<file path="src/rtl/regfile_bypass.sv">
// Register file with hardwired-zero r0, same-cycle write-to-read bypass,
// a run-gated clear sweep that zeroes r1..r(NREGS-1) one entry per edge,
// and a registered debug read port.
module regfile_bypass #(
  parameter int BITS  = 8,
  parameter int RBITS = 3
) (
  input  logic             clk,
  input  logic             rst,
  input  logic             run,
  input  logic             we,
  input  logic [RBITS-1:0] rd,
  input  logic [BITS-1:0]  rd_din,
  input  logic [RBITS-1:0] rs1,
  input  logic [RBITS-1:0] rs2,
  output logic [BITS-1:0]  rs1_dout,
  output logic [BITS-1:0]  rs2_dout,
  input  logic             clr_req,
  output logic             clr_busy,
  input  logic [RBITS-1:0] dbg_sel,
  output logic [BITS-1:0]  dbg_dout
);

  localparam int NREGS = 2 ** RBITS;
  localparam logic [RBITS-1:0] LAST = RBITS'(NREGS - 1);

  typedef enum logic {IDLE, SWEEP} state_t;

  state_t           state, state_n;
  logic [RBITS-1:0] idx, idx_n;
  logic             sweep_we;
  logic             write_ok;

  // r0 is never stored; it reads as zero through the read muxes.
  logic [BITS-1:0]  mem [1:NREGS-1];

  assign clr_busy = (state == SWEEP);
  assign write_ok = run && we && (rd != '0) && !clr_busy;

  // FSM state and sweep index register.
  always_ff @(posedge clk or posedge rst) begin
    if (rst) begin
      state <= IDLE;
      idx   <= '0;
    end else begin
      state <= state_n;
      idx   <= idx_n;
    end
  end

  // Next-state logic: sweep advances only on run-enabled edges.
  always_comb begin
    state_n  = state;
    idx_n    = idx;
    sweep_we = 1'b0;
    case (state)
      IDLE: begin
        if (run && clr_req) begin
          state_n = SWEEP;
          idx_n   = RBITS'(1);
        end
      end
      SWEEP: begin
        if (run) begin
          sweep_we = 1'b1;
          idx_n    = idx + RBITS'(1);
          if (idx == LAST) state_n = IDLE;
        end
      end
      default: begin
        state_n = IDLE;
        idx_n   = '0;
      end
    endcase
  end

  // Storage: sweep clears take the slot; normal writes are blocked while busy.
  always_ff @(posedge clk or posedge rst) begin
    if (rst) begin
      for (int unsigned i = 1; i < NREGS; i++) mem[RBITS'(i)] <= '0;
    end else if (sweep_we) begin
      mem[idx] <= '0;
    end else if (write_ok) begin
      mem[rd] <= rd_din;
    end
  end

  // Read port 1: zero for r0, bypass a committing write, else storage.
  always_comb begin
    rs1_dout = '0;
    if (rs1 != '0) begin
      if (write_ok && (rd == rs1)) rs1_dout = rd_din;
      else                         rs1_dout = mem[rs1];
    end
  end

  // Read port 2: same decode as port 1, evaluated independently.
  always_comb begin
    rs2_dout = '0;
    if (rs2 != '0) begin
      if (write_ok && (rd == rs2)) rs2_dout = rd_din;
      else                         rs2_dout = mem[rs2];
    end
  end

  // Debug port: pre-write stored value, one edge of latency, ignores run.
  always_ff @(posedge clk or posedge rst) begin
    if (rst)                dbg_dout <= '0;
    else if (dbg_sel == '0) dbg_dout <= '0;
    else                    dbg_dout <= mem[dbg_sel];
  end

endmodule
</file>
<file path="config.mk">
export PLATFORM = sky130hd
export DESIGN_NAME = regfile_bypass
export DESIGN_NICKNAME = d
export VERILOG_FILES = /design/src/rtl/regfile_bypass.sv
export SDC_FILE = /design/constraint.sdc
export NUM_CORES = 1
export LEC_CHECK = 0
export BUFFER_PORTS_ARGS = -buffer_cell sky130_fd_sc_hd__buf_2
export CAP_MARGIN = 5
export CORE_MARGIN = 2
export CORE_UTILIZATION = 35
export CTS_BUF_LIST = sky130_fd_sc_hd__clkbuf_4
export DETAILED_ROUTE_END_ITERATION = 8
export HOLD_SLACK_MARGIN = 0.02
export PLACE_DENSITY = 0.54
export SYNTH_ARGS = -nofsm -noshare
export SYNTH_HDL_FRONTEND = slang
export SYNTH_SLANG_ARGS = --single-unit
</file>
<file path="constraint.sdc">
create_clock -name clk -period 6.2 [get_ports clk]
set_input_delay 0.93 -clock clk [delete_from_list [all_inputs] [get_ports clk]]
set_output_delay 0.93 -clock clk [all_outputs]
set_load 0.005 [all_outputs]
</file>
==> flow_summary.yaml <==
route:
  drt_iter0_drc: 254
  detail_route.drc_violations: 0
  dr.max_layer_used: "met4"
  routed-wl-met2_um: 6290
  drt-met1-wl_um: 5580
  route.antenna.remaining_nets: 0
  detail_route.vias_per_cell: 6.15
  drtPass1Iterations: 4
  post_drt_wl_per_cell_um: 24.9
  met3_layer_wire_length_in_the_routed_design_um: 997
  totalWireLength_um: 13100
  vias: 3234
placement:
  dp_hpwl_um: 7830
  placement.setup.worst_slack_ns: 2.45
  portBuffers: 49
  placed_cell_area_um2: 4520
  gp_routability_congestion: 0.803
yosys:
  syn_inst: 344
  ys.flop_type: "sky130_fd_sc_hd__dfrtp_1"
  top_cell_type_by_total_area_after_synthesis: "sky130_fd_sc_hd__dfrtp_1"
  synth_area_per_cell_um2: 12.3
  yosysSeqAreaShare: 0.401
  synth_fp_nets: 371
  yosysWarningCount: 0
  synth.area.top_cells: "sky130_fd_sc_hd__dfrtp_1 (40%), sky130_fd_sc_hd__a22o_1 (12%), sky130_fd_sc_hd__mux4_1 (7.4%)"
  post_synth_instance_area_um2: 4240
  synth_top_cell_area_share: 0.401
  synth_edf_count: 0
  ys_types: 35
  flop_and_latch_count_out_of_synthesis: 68
  asyncSetResetFlopFracSynth: 1.00
worst_setup_path:
  timing.critical_path.mode_cell: "sky130_fd_sc_hd__buf_2"
  arrival_ns: 2.86
  critical_path.endpoint_type: "output port"
  worst-path-max-fanout: 19
  critical_path.max_stage_delay_ns: 0.79
  crit_type: "input pin to output port"
  cp_cell_sequence: "buf_2 > nor2b_1 > a22oi_1 > o21ai_0 > mux2_4 > buf_2"
  cp.required_ns: 5.27
  worstSetupStartpointType: "input pin"
  cell_with_the_largest_stage_delay_on_the_worst_path: "sky130_fd_sc_hd__nor2b_1"
layout:
  commonest_non_fill_non_tap_cells_in_the_layout: "sky130_fd_sc_hd__dfrtp_1 (68), sky130_fd_sc_hd__a22o_1 (56), sky130_fd_sc_hd__buf_2 (49)"
  multiInputGateArea_um2: 2330
  seq_area_um2: 1700
  area_delta_synth_final_pct: 10.6
  mostFrequentLayoutCell: "sky130_fd_sc_hd__dfrtp_1"
  n_antenna_cell: 0
  design_area_um2: 4690
  number_of_inserted_filler_cells_in_the_final_layout: 1177
  drive_gt1_frac: 0.332
  final_nets: 401
timing:
  setup_viol_count_final: 0
  clock_period_minus_worst_slack_ns: 3.79
  final.period_utilization: 0.611
  rsz_0062_raised_after_global_routing: "false"
  worst_slew_margin_rel: 0.198
  finalHoldViolations: 0
  worst_clock_skew_ns: 0.0241
  setup_total_negative_slack_ns: 0
  maxClockFrequency_ghz: 0.264
  slew_violations: 0
  postLayoutSetupSlackWorst_ns: 2.41
  worstMarginPinSlew_ns: 1.20
power:
  irDropWorstVdd_mv: 0.129
  leakage_power_nw: 2.20
  power.share.combinational: 0.279
  p_sw_mw: 0.443
  power.density_cell_area_nw_per_um2: 295
  p_sw_frac: 0.320
  clkPwrFrac: 0.268
  seqPwrFrac: 0.453
  finalPower_mw: 1.38
  intPower_mw: 0.940
floorplan:
  placement_rows: 40
  design.core.area_um2: 11900
  ios: 50
  dieWidth_um: 114
  initial_core_util: 0.356
  die_area_um2: 13000
  die_h_um: 114
clocking:
  clockBufferDepth: 2
  cts_tree: "done"
  clock_tree.htree_level_count: 3
  post_cts_buffers: 0
  cts_num_sinks: 68
  number_of_buffers_created_by_cts: 9
  cts.repair.resized: 0
  clk_latency_worst_skew_pair_ns: 0.46
  clk_pin_slew_worst_paths_ns: 0.10
  root_buffer: "sky130_fd_sc_hd__clkbuf_4"
  ctsHoldBuffers: 0
global_routing:
  grt_start_max_net_pins: 69
  grt_overflow_total: 0
  grt_first_pass_wirelength_um: 20000
  grt_pass1_vias: 3213
  antenna_found_initial: 0
  grtUsageTotal: 0.210
outcome:
  run_status: "completed"
flow_run:
  max_cap_viols: 0
hold_path:
  hp-class: "flip-flop to flip-flop"
registers in the layout, indices dropped and copies added, names as in the netlist:
| register | cells |
|---|---|
| mem | 56 |
| idx | 3 |
| dbg_dout | 8 |
| clr_busy | 1 |
cells in the mapped netlist (all sizes together) (2+ instances only):
master,count
clkbuf,8
mux2,40
xor2,2
inv,10
a22oi,16
ha,2
nor2,5
nand2b,2
nand2,20
o22ai,2
a21oi,14
a221oi,7
nor2b,5
a31oi,3
buf,25
a32o,2
nor3,4
mux4,24
o21bai,2
a211o,4
o21ai,19
a22o,56
dfrtp,68
worst paths after layout:
check,slack [ns],start,cells after the start,end
max in group asynchronous,4.88,rst,3,mem[8]
worst max-delay path,2.41,rs2[2],6,rs2_dout[2]
worst max register to register,3.80,clr_busy,4,mem[15]
min in group asynchronous,0.73,rst,3,mem[38]
worst min-delay path,0.56,mem[8],1,mem[8]
worst min register to register,0.56,mem[8],1,mem[8]
stage by stage:
stage | utilization | std cells | hold WS, ns
finish | 0.394 | 526 | 0.556
global route | 0.394 | 526 | 0.573
CTS | 0.394 | 526 | 0.556
detailed placement | 0.379 | 510 | 0.528
global placement | 0.379 | 510 | 0.515
floorplan | - | 344 | 0.488
cell type report:
| cell class | instances | area share |
|---|---|---|
| sequential | 68 | 0.363 |
| multi-input combinational | 233 | 0.496 |
| inverter | 10 | 0.00800 |
| tap | 147 | 0.0392 |
| timing repair buffer | 52 | 0.0571 |
| clock buffer | 9 | 0.0144 |
| clock inverter | 7 | 0.0224 |
power by group through the flow:
stage          Clock (mW)  Sequential [mW]  Combinational [mW]
6_report            0.371            0.626               0.386
5_1_grt             0.394            0.640               0.424
4_1_cts             0.376            0.623               0.387
3_5_place_dp            0            0.631               0.384
3_3_place_gp            0            0.630               0.379
2_1_floorplan           0            0.599               0.294
cells by family (layout without fill, tap and decap cells):
| kind of cell | Yosys count | after routing | synth area share |
|---|---|---|---|
| AO/OA/AOI/OAI | 125 | 125 | 0.221 |
| flip-flops | 68 | 68 | 0.401 |
| multiplexers | 64 | 64 | 0.258 |
| buffers and inverters | 43 | 78 | 0.0504 |
| AND/OR/NAND/NOR | 40 | 40 | 0.0590 |
| adder cells (fa/ha/maj) | 2 | 2 | 0.00590 |
| XOR/XNOR | 2 | 2 | 0.00413 |
critical path: cells and delay by family:
| family | cells | cell delay [ns] |
|---|---|---|
| simple gates | 1 | 0.79 |
| buf+inv | 2 | 0.55 |
| compound gates | 2 | 0.40 |
| mux | 1 | 0.17 |
routing by layer:
layer  global-route usage  vias to the layer above
met5                    0                        -
met4               0.0569                        0
met3               0.0566                       20
met2                0.342                      137
met1                0.277                     1651
li1                     -                     1426
No activity file was read; power rests on OpenSTA's default activity.
